$ cat config.mk
export PLATFORM = sky130hd
export DESIGN_NAME = console_probe
export DESIGN_NICKNAME = d
export VERILOG_FILES = /design/src/rtl/console_probe_pkg.sv /design/src/rtl/probe_down_counter.sv /design/src/rtl/console_probe.sv
export SDC_FILE = /design/constraint.sdc
export NUM_CORES = 1
export LEC_CHECK = 0
export ABC_AREA = 1
export CAP_MARGIN = 15
export CORE_MARGIN = 2
export CORE_UTILIZATION = 45
export CTS_BUF_LIST = sky130_fd_sc_hd__clkbuf_8
export CTS_CLUSTER_SIZE = 16
export DETAILED_ROUTE_END_ITERATION = 7
export GPL_ROUTABILITY_DRIVEN = 0
export PLACE_DENSITY_LB_ADDON = 0.3
export REMOVE_ABC_BUFFERS = 1
export SETUP_SLACK_MARGIN = 0.02
export SYNTH_ARGS = -nofsm -noshare
export SYNTH_HDL_FRONTEND = slang
export SYNTH_HIERARCHICAL = 1
export SYNTH_SLANG_ARGS = --single-unit
$ cat constraint.sdc
create_clock -name m2 -period 2.2 [get_ports m2]
set_clock_uncertainty 0.05 [all_clocks]
set_input_delay 0.22 -clock m2 [delete_from_list [all_inputs] [get_ports m2]]
set_output_delay 0.22 -clock m2 [all_outputs]
set_load 0.02 [all_outputs]
$ cat src/rtl/console_probe_pkg.sv
// Shared types and helpers for the console_probe power-on sequencer / famiclone detector.
package console_probe_pkg;

  typedef enum logic [1:0] {
    ST_INIT     = 2'd0,
    ST_PROBE    = 2'd1,
    ST_LOCK_STD = 2'd2,
    ST_LOCK_NEW = 2'd3
  } state_t;

  // All-ones value of a w-bit counter.
  function automatic int unsigned cnt_max(input int unsigned w);
    return (32'd1 << w) - 32'd1;
  endfunction

  // A count parameter must be nonzero and representable in the counter width.
  function automatic bit param_ok(input int unsigned v, input int unsigned w);
    return (v >= 1) && (v <= cnt_max(w));
  endfunction

endpackage

$ cat src/rtl/probe_down_counter.sv
// Loadable down counter that stops at zero; used for the init, lo and hi sample counts.
module probe_down_counter #(
  parameter int W = 4
) (
  input  logic         m2,
  input  logic         load,
  input  logic [W-1:0] load_val,
  input  logic         en,
  output logic [W-1:0] count,
  output logic         zero
);

  always_ff @(posedge m2) begin
    if (load)
      count <= load_val;
    else if (en && count != '0)
      count <= count - W'(1);
  end

  assign zero = (count == '0);

endmodule

$ cat src/rtl/console_probe.sv
// Power-on CIRAM grounding sequencer followed by a famiclone classifier that locks its result.
// Optional CONSOLE_PROBE_OVERRIDE_EN adds force_valid/force_new to override the classification.
module console_probe
  import console_probe_pkg::*;
#(
  parameter int CNT_W              = 4,
  parameter int INIT_CYCLES        = 15,
  parameter int SAMPLES_LO         = 2,
  parameter int SAMPLES_HI         = 2,
  parameter int MISMATCH_THRESHOLD = 1
) (
  input  logic             m2,
  input  logic             reset,
  input  logic             sample_valid,
  input  logic             ppu_a13,
  input  logic             ppu_not_a13,
`ifdef CONSOLE_PROBE_OVERRIDE_EN
  input  logic             force_valid,
  input  logic             force_new,
`endif
  output logic             ground_en,
  output logic             probe_done,
  output logic             new_dendy,
  output logic [CNT_W-1:0] mismatch_count
);

  localparam logic [CNT_W-1:0] CNT_MAX = CNT_W'(cnt_max(CNT_W));
  localparam logic [CNT_W-1:0] ONE     = CNT_W'(1);
  localparam logic [CNT_W-1:0] INIT_V  = CNT_W'(INIT_CYCLES);
  localparam logic [CNT_W-1:0] LO_V    = CNT_W'(SAMPLES_LO);
  localparam logic [CNT_W-1:0] HI_V    = CNT_W'(SAMPLES_HI);
  localparam logic [CNT_W-1:0] THR_V   = CNT_W'(MISMATCH_THRESHOLD);

  if (!param_ok(INIT_CYCLES, CNT_W)) begin : g_bad_init
    $error("console_probe: INIT_CYCLES out of range for CNT_W");
  end
  if (!param_ok(SAMPLES_LO, CNT_W)) begin : g_bad_lo
    $error("console_probe: SAMPLES_LO out of range for CNT_W");
  end
  if (!param_ok(SAMPLES_HI, CNT_W)) begin : g_bad_hi
    $error("console_probe: SAMPLES_HI out of range for CNT_W");
  end
  if (!param_ok(MISMATCH_THRESHOLD, CNT_W)) begin : g_bad_thr
    $error("console_probe: MISMATCH_THRESHOLD out of range for CNT_W");
  end

  state_t           state, state_nxt;
  logic [CNT_W-1:0] init_cnt, lo_cnt, hi_cnt, mm_next;
  logic             init_zero, lo_zero, hi_zero;
  logic             frc_valid, frc_new;
  logic             probe_act, mismatch, mm_take, lo_en, hi_en, lo_done, hi_done;

`ifdef CONSOLE_PROBE_OVERRIDE_EN
  assign frc_valid = force_valid;
  assign frc_new   = force_new;
`else
  assign frc_valid = 1'b0;
  assign frc_new   = 1'b0;
`endif

  // A forced lock in PROBE pre-empts this edge's sample entirely.
  assign probe_act = (state == ST_PROBE) && sample_valid && !frc_valid;
  assign mismatch  = (ppu_a13 == ppu_not_a13);
  assign mm_take   = probe_act && mismatch && !lo_zero && !hi_zero;
  assign mm_next   = (mm_take && mismatch_count != CNT_MAX) ? mismatch_count + ONE : mismatch_count;
  assign lo_en     = probe_act && !ppu_a13;
  assign hi_en     = probe_act && ppu_a13;
  assign lo_done   = lo_zero || (lo_en && lo_cnt == ONE);
  assign hi_done   = hi_zero || (hi_en && hi_cnt == ONE);

  probe_down_counter #(.W(CNT_W)) u_init_cnt (
    .m2(m2), .load(reset), .load_val(INIT_V), .en(state == ST_INIT),
    .count(init_cnt), .zero(init_zero)
  );
  probe_down_counter #(.W(CNT_W)) u_lo_cnt (
    .m2(m2), .load(reset), .load_val(LO_V), .en(lo_en),
    .count(lo_cnt), .zero(lo_zero)
  );
  probe_down_counter #(.W(CNT_W)) u_hi_cnt (
    .m2(m2), .load(reset), .load_val(HI_V), .en(hi_en),
    .count(hi_cnt), .zero(hi_zero)
  );

  always_comb begin
    state_nxt = state;
    unique case (state)
      ST_INIT: begin
        if (init_cnt == ONE || init_zero) state_nxt = ST_PROBE;
      end
      ST_PROBE: begin
        if (frc_valid)
          state_nxt = frc_new ? ST_LOCK_NEW : ST_LOCK_STD;
        else if (mm_take && mm_next == THR_V)
          state_nxt = ST_LOCK_NEW;
        else if (probe_act && lo_done && hi_done)
          state_nxt = ST_LOCK_STD;
      end
      default: begin
        if (frc_valid) state_nxt = frc_new ? ST_LOCK_NEW : ST_LOCK_STD;
      end
    endcase
  end

  always_ff @(posedge m2) begin
    if (reset) begin
      state          <= ST_INIT;
      mismatch_count <= '0;
    end else begin
      state          <= state_nxt;
      mismatch_count <= mm_next;
    end
  end

  assign ground_en  = (state == ST_INIT);
  assign probe_done = (state == ST_LOCK_STD) || (state == ST_LOCK_NEW);
  assign new_dendy  = (state == ST_LOCK_NEW);

endmodule

**After elaboration in Yosys (flattened, before gate mapping)**

Cells that the tools add are included.
Widths: inputs -> output; s select.

- Multiplexer cells: 5
- Reduce and logical (&&, ||, !) cells: 31
- Add/sub/neg operators: 4
- Equal/unequal tests: 11

Operators with widths:

| operator | number |
|---|---|
| $eq 4x1->1 const B | 4 |
| $logic_and 1x1->1 | 15 |
| $logic_not 4->1 | 3 |
| $reduce_bool 4->1 | 3 |
| $sub 4x1->4 const B | 3 |
| $mux 2 | 3 |
| $add 4x1->4 const B | 1 |
| $eq 2x2->1 const B | 2 |
| $logic_or 1x1->1 | 4 |
| $mux 4 | 1 |
| $ne 4x4->1 const B | 1 |
| $pmux 2 s2 | 1 |
| $logic_not 1->1 | 3 |
| $ne 3x1->1 const B | 1 |
| $reduce_and 3->1 | 1 |
| $eq 2x1->1 const B | 1 |
| $logic_not 2->1 | 1 |
| $ne 2x2->1 const B | 1 |
| $reduce_bool 2->1 | 1 |
| $eq 1x1->1 | 1 |

- Input bits: 5
- Register bits after elaboration: 18

**Logic depth before layout (Yosys ltp)**

- Word-level depth: 11
- Depth in mapped cells: 15

**Cells and area by module**

The synthesis kept the hierarchy.

Modules (own cells, without submodules):

| module | sequential area each (µm²) | instances | cells an instance | area an instance (µm²) |
|---|---|---|---|---|
| probe_down_counter | 120.1 | 3 | 28 | 234.0 |
| console_probe | 120.1 | 1 | 84 | 484.2 |

**Least setup slack after synthesis**

Ideal clock, no wire load.

- Path kind: register -> register
- Start point: reg u_hi_cnt.count[0]
- End point: reg state[0]
- Arrival time: 1,588 ps
- Setup time: 70 ps
- Stages on the path, launching flop included: 16
- Path slack: 492 ps
- Required time: 2,080 ps
- Cells stage by stage: edfxtp_1 -> inv_1 -> ha_1 -> nand2_1 -> nor2_1 -> inv_1 -> nand2_1 -> nor2_1 -> nand3_2 -> nand2_1 -> nand2_1 -> nor2_1 -> nand3_1 -> nand2_1 -> nand2_1 -> a21oi_1

- Word-level cells in the longest chain between the ends: 9
- Elaborated cells between the ends (all ways): 15
- Those cells by class: eq/ne (3); mux (3); reduce/logical (9)

RTL lines:

| element | line | RTL |
|---|---|---|
| from (decl) | probe_down_counter.sv:9 | `output logic [W-1:0] count,` |
| from (signal assigned) | probe_down_counter.sv:15 | `count <= load_val;` |
| from (signal assigned) | probe_down_counter.sv:17 | `count <= count - W'(1);` |
| $logic_not 4->1 (*) | probe_down_counter.sv:20 | `assign zero = (count == '0);` |
| net hi_zero | console_probe.sv:49 | `logic init_zero, lo_zero, hi_zero;` |
| $logic_not 1->1 | console_probe.sv:64 | `assign mm_take = probe_act && mismatch && !lo_zero && !hi_zero;` |
| $logic_and 1x1->1 | console_probe.sv:64 |  |
| $logic_and 1x1->1 | console_probe.sv:65 | `assign mm_next = (mm_take && mismatch_count != CNT_MAX) ? mismatch_count + ONE : mismatch_count;` |
| $mux 4 | console_probe.sv:65 |  |
| $eq 4x1->1 | console_probe.sv:93 | `else if (mm_take && mm_next == THR_V)` |
| $logic_and 1x1->1 | console_probe.sv:93 |  |
| $ne 3x1->1 (no source line) or $mux 2 (tied branches) | -- |  |
| $reduce_and 3->1 (no source line) or $pmux 2 s2 (tied branches) | -- |  |
| to (signal assigned) | console_probe.sv:109 | `state <= state_nxt;` |
| to (decl) | console_probe.sv:47 | `state_t state, state_nxt;` |

The timed path passes the listed nets; every way through them passes the cells marked *.
A chain may end at the register's enable or synchronous reset.

**Worst setup path in the final report**

Ends and elaborated chain as after synthesis.

==> flow_summary.toml <==
[clock_network]
cts_htree_levels = 1
post_cts_buffers = 0
cts-hold-fix-buffers = 0
clockBufferDepth = 2
clock_latency_ns = 0.26
clkTransAtPathRegs_ns = 0.07
numClockSinks = 18
cts_resized = 0
tritoncts = "done"
cts_buffers = 3
cts-root-buf = "clkbuf_8"

[pwr]
peakVddDrop_mv = 0.607
p_sw_w = 0.000449
power.share.clock_pct = 21.5
pwr-share-seq_pct = 43.8
leakagePower_nw = 0.678
power.internal_w = 0.000806
p_comb_share_pct = 34.7
cellPowerDensity_nw_per_um2 = 870
p_sw_share_pct = 35.8

[place]
placedInstanceArea_um2 = 1390
port_buffers = 11
place_hpwl_um = 1660

[sta]
fin_setup_tns_ns = 0
setup-violations-final = 0
slew_viol_final = 0
hold_violations = 0
hold-worst-slack_ns = 0.468
fmax_ghz = 0.513
period_share_pct = 88.6
rsz0062_at_grt = "no"
fin_crit_ns = 1.95

[synth]
synth_edf_count = 12
ys_ff_latch = 18
yosysUniqueCellTypes = 23
synth_ff_type = "edfxtp_1"
synth_seq_area_share_pct = 40.5
synthCells = 168
syn_area_um2 = 1190
synth_area_leaders = "edfxtp_1, nand2_1, dfxtp_1"
synth_top_area_share_pct = 30.4
async_reset_ff_share_pct = 0
yosysWarnings = 6
avgSynthCellArea_um2 = 7.06
yosys.area.top_type = "edfxtp_1"

[min_path]
min_path_type = "flip-flop to flip-flop"
min_delay_path_depth = 2

[critical_path]
end_kind = "flip-flop"
path_class = "flip-flop to flip-flop"
critPathRequiredTime_ns = 2.34
cp_max_fo = 5
cp.arrival_ns = 2.09
worstSetupStartpointType = "flip-flop"
reg2regPathDepth = 15

[die]
die_y_um = 55.3
initial_core_util_pct = 47.9
rows = 18
dieArea_um2 = 3060
die_w_um = 55.3
io_pins = 12
core_area_um2 = 2480

[global_route]
grt_antenna_before_repair = 0
grt_max_degree = 31
grt_pass1_vias = 997
grt_use_total_pct = 16.0
overflow = 0
grt_pass1_wl_um = 3940

[routing]
ant_nets = 0
drt_iter0_markers = 31
wl_per_cell_um = 9.86
vias = 1065
drcViolationCount = 0
wirelength_um = 2200
first_pass_iters = 4
routed_via_density = 4.78

[cells_and_area]
fillers = 237
postLayoutCoreUtil_pct = 58.2
fin_area_um2 = 1440
final_layout_size_suffix_gt1_share_pct = 6.74
n_antenna_cell = 0
area_growth_pct = 21.6
final_nets = 203

[job]
cap_viol_max_count = 0

[run_status]
status = "finished clean"
==> state kept, by name, summed over array words and instances (netlist names) <==
| register | cells |
|---|---|
| mismatch_count | 4 |
| state | 2 |
| u_hi_cnt/count | 4 |
| u_init_cnt/count | 4 |
| u_lo_cnt/count | 4 |
==> through the flow <==
step                power (W)  setup WS, ns  cells
floorplan            0.000851         0.491    177
global placement     0.000967         0.348    219
detailed placement   0.000988         0.258    219
CTS                   0.00126         0.264    223
global route          0.00135        0.0266    223
finish                0.00125         0.250    223
==> cells in the mapped netlist (2+ instances only) <==
library cell,number
dfxtp_1,6
o21ai_1,4
edfxtp_1,12
nor2_1,20
ha_1,4
nor2_2,3
o21ai_0,11
nand3_1,12
nand2_1,46
a21oi_1,5
conb_1,2
inv_1,29
xnor2_1,3
nand4_1,2
==> path summary, 6_finish.rpt <==
check | start | to | slack [ns]
max reg2reg | u_hi_cnt/count[0] | state[0] | 0.25
min reg2reg | mismatch_count[3] | mismatch_count[3] | 0.47
min | mismatch_count[3] | mismatch_count[3] | 0.47
max | u_hi_cnt/count[0] | state[0] | 0.25
==> critical path: stages (launching register included) <==
cell and delay, ns:
edfxtp_1 0.38, inv_1 0.09, ha_1 0.23, nand2_1 0.10, nor2_1 0.06, inv_1 0.07, nand2_1 0.05, nor2_1 0.16
nand3_2 0.14, nand2_1 0.10, nand2_1 0.05, nor2_1 0.09, nand3_1 0.07, nand2_1 0.07, nand2_1 0.07, a21oi_1 0.12
==> placed cells by master, fill, tap and decap left out, types with 2 or more instances in the layout <==
master	instances
nand2_1	46
inv_1	29
nor2_1	20
nand3_1	12
conb_1	12
edfxtp_1	12
o21ai_0	11
clkdlybuf4s50_1	11
dfxtp_1	6
a21oi_1	5
o21ai_1	4
ha_1	4
clkbuf_8	4
nor2_2	3
xnor2_1	3
nand4_1	2
==> per-layer routing <==
metal	global-route usage, %	wire (µm)	vias up
li1	-	-	570
met4	7.32	35	0
met3	3.04	67	5
met2	27.7	1090	19
met5	0	0	-
met1	18.9	1010	471
==> power by group through the flow <==
stage,clock [W],combinational (W),sequential [W]
floorplan,0,0.000305,0.000546
global placement,0,0.000418,0.000550
detailed placement,0,0.000432,0.000556
CTS,0.000275,0.000436,0.000550
global route,0.000290,0.000502,0.000561
finish,0.000270,0.000435,0.000550
==> layout make-up <==
cell class / instances / area [µm²] / share of cell area (%)
sequential: 18 / 480 / 33.3
multi-input combinational: 129 / 627 / 43.5
timing repair buffer: 12 / 130 / 9.02
clock buffer: 4 / 55.1 / 3.82
inverter: 30 / 113 / 7.81
tap: 30 / 37.5 / 2.60
==> logic make-up after synthesis <==
kind of cell    share of synthesized area [%]
compound gates                           9.60
xor+xnor                                 2.22
fa+ha+maj                                4.22
buf+inv                                  9.81
flops                                    40.5
other cells                             0.633
simple gates                             33.0
Note: power is estimated with default switching activity, not from simulation.
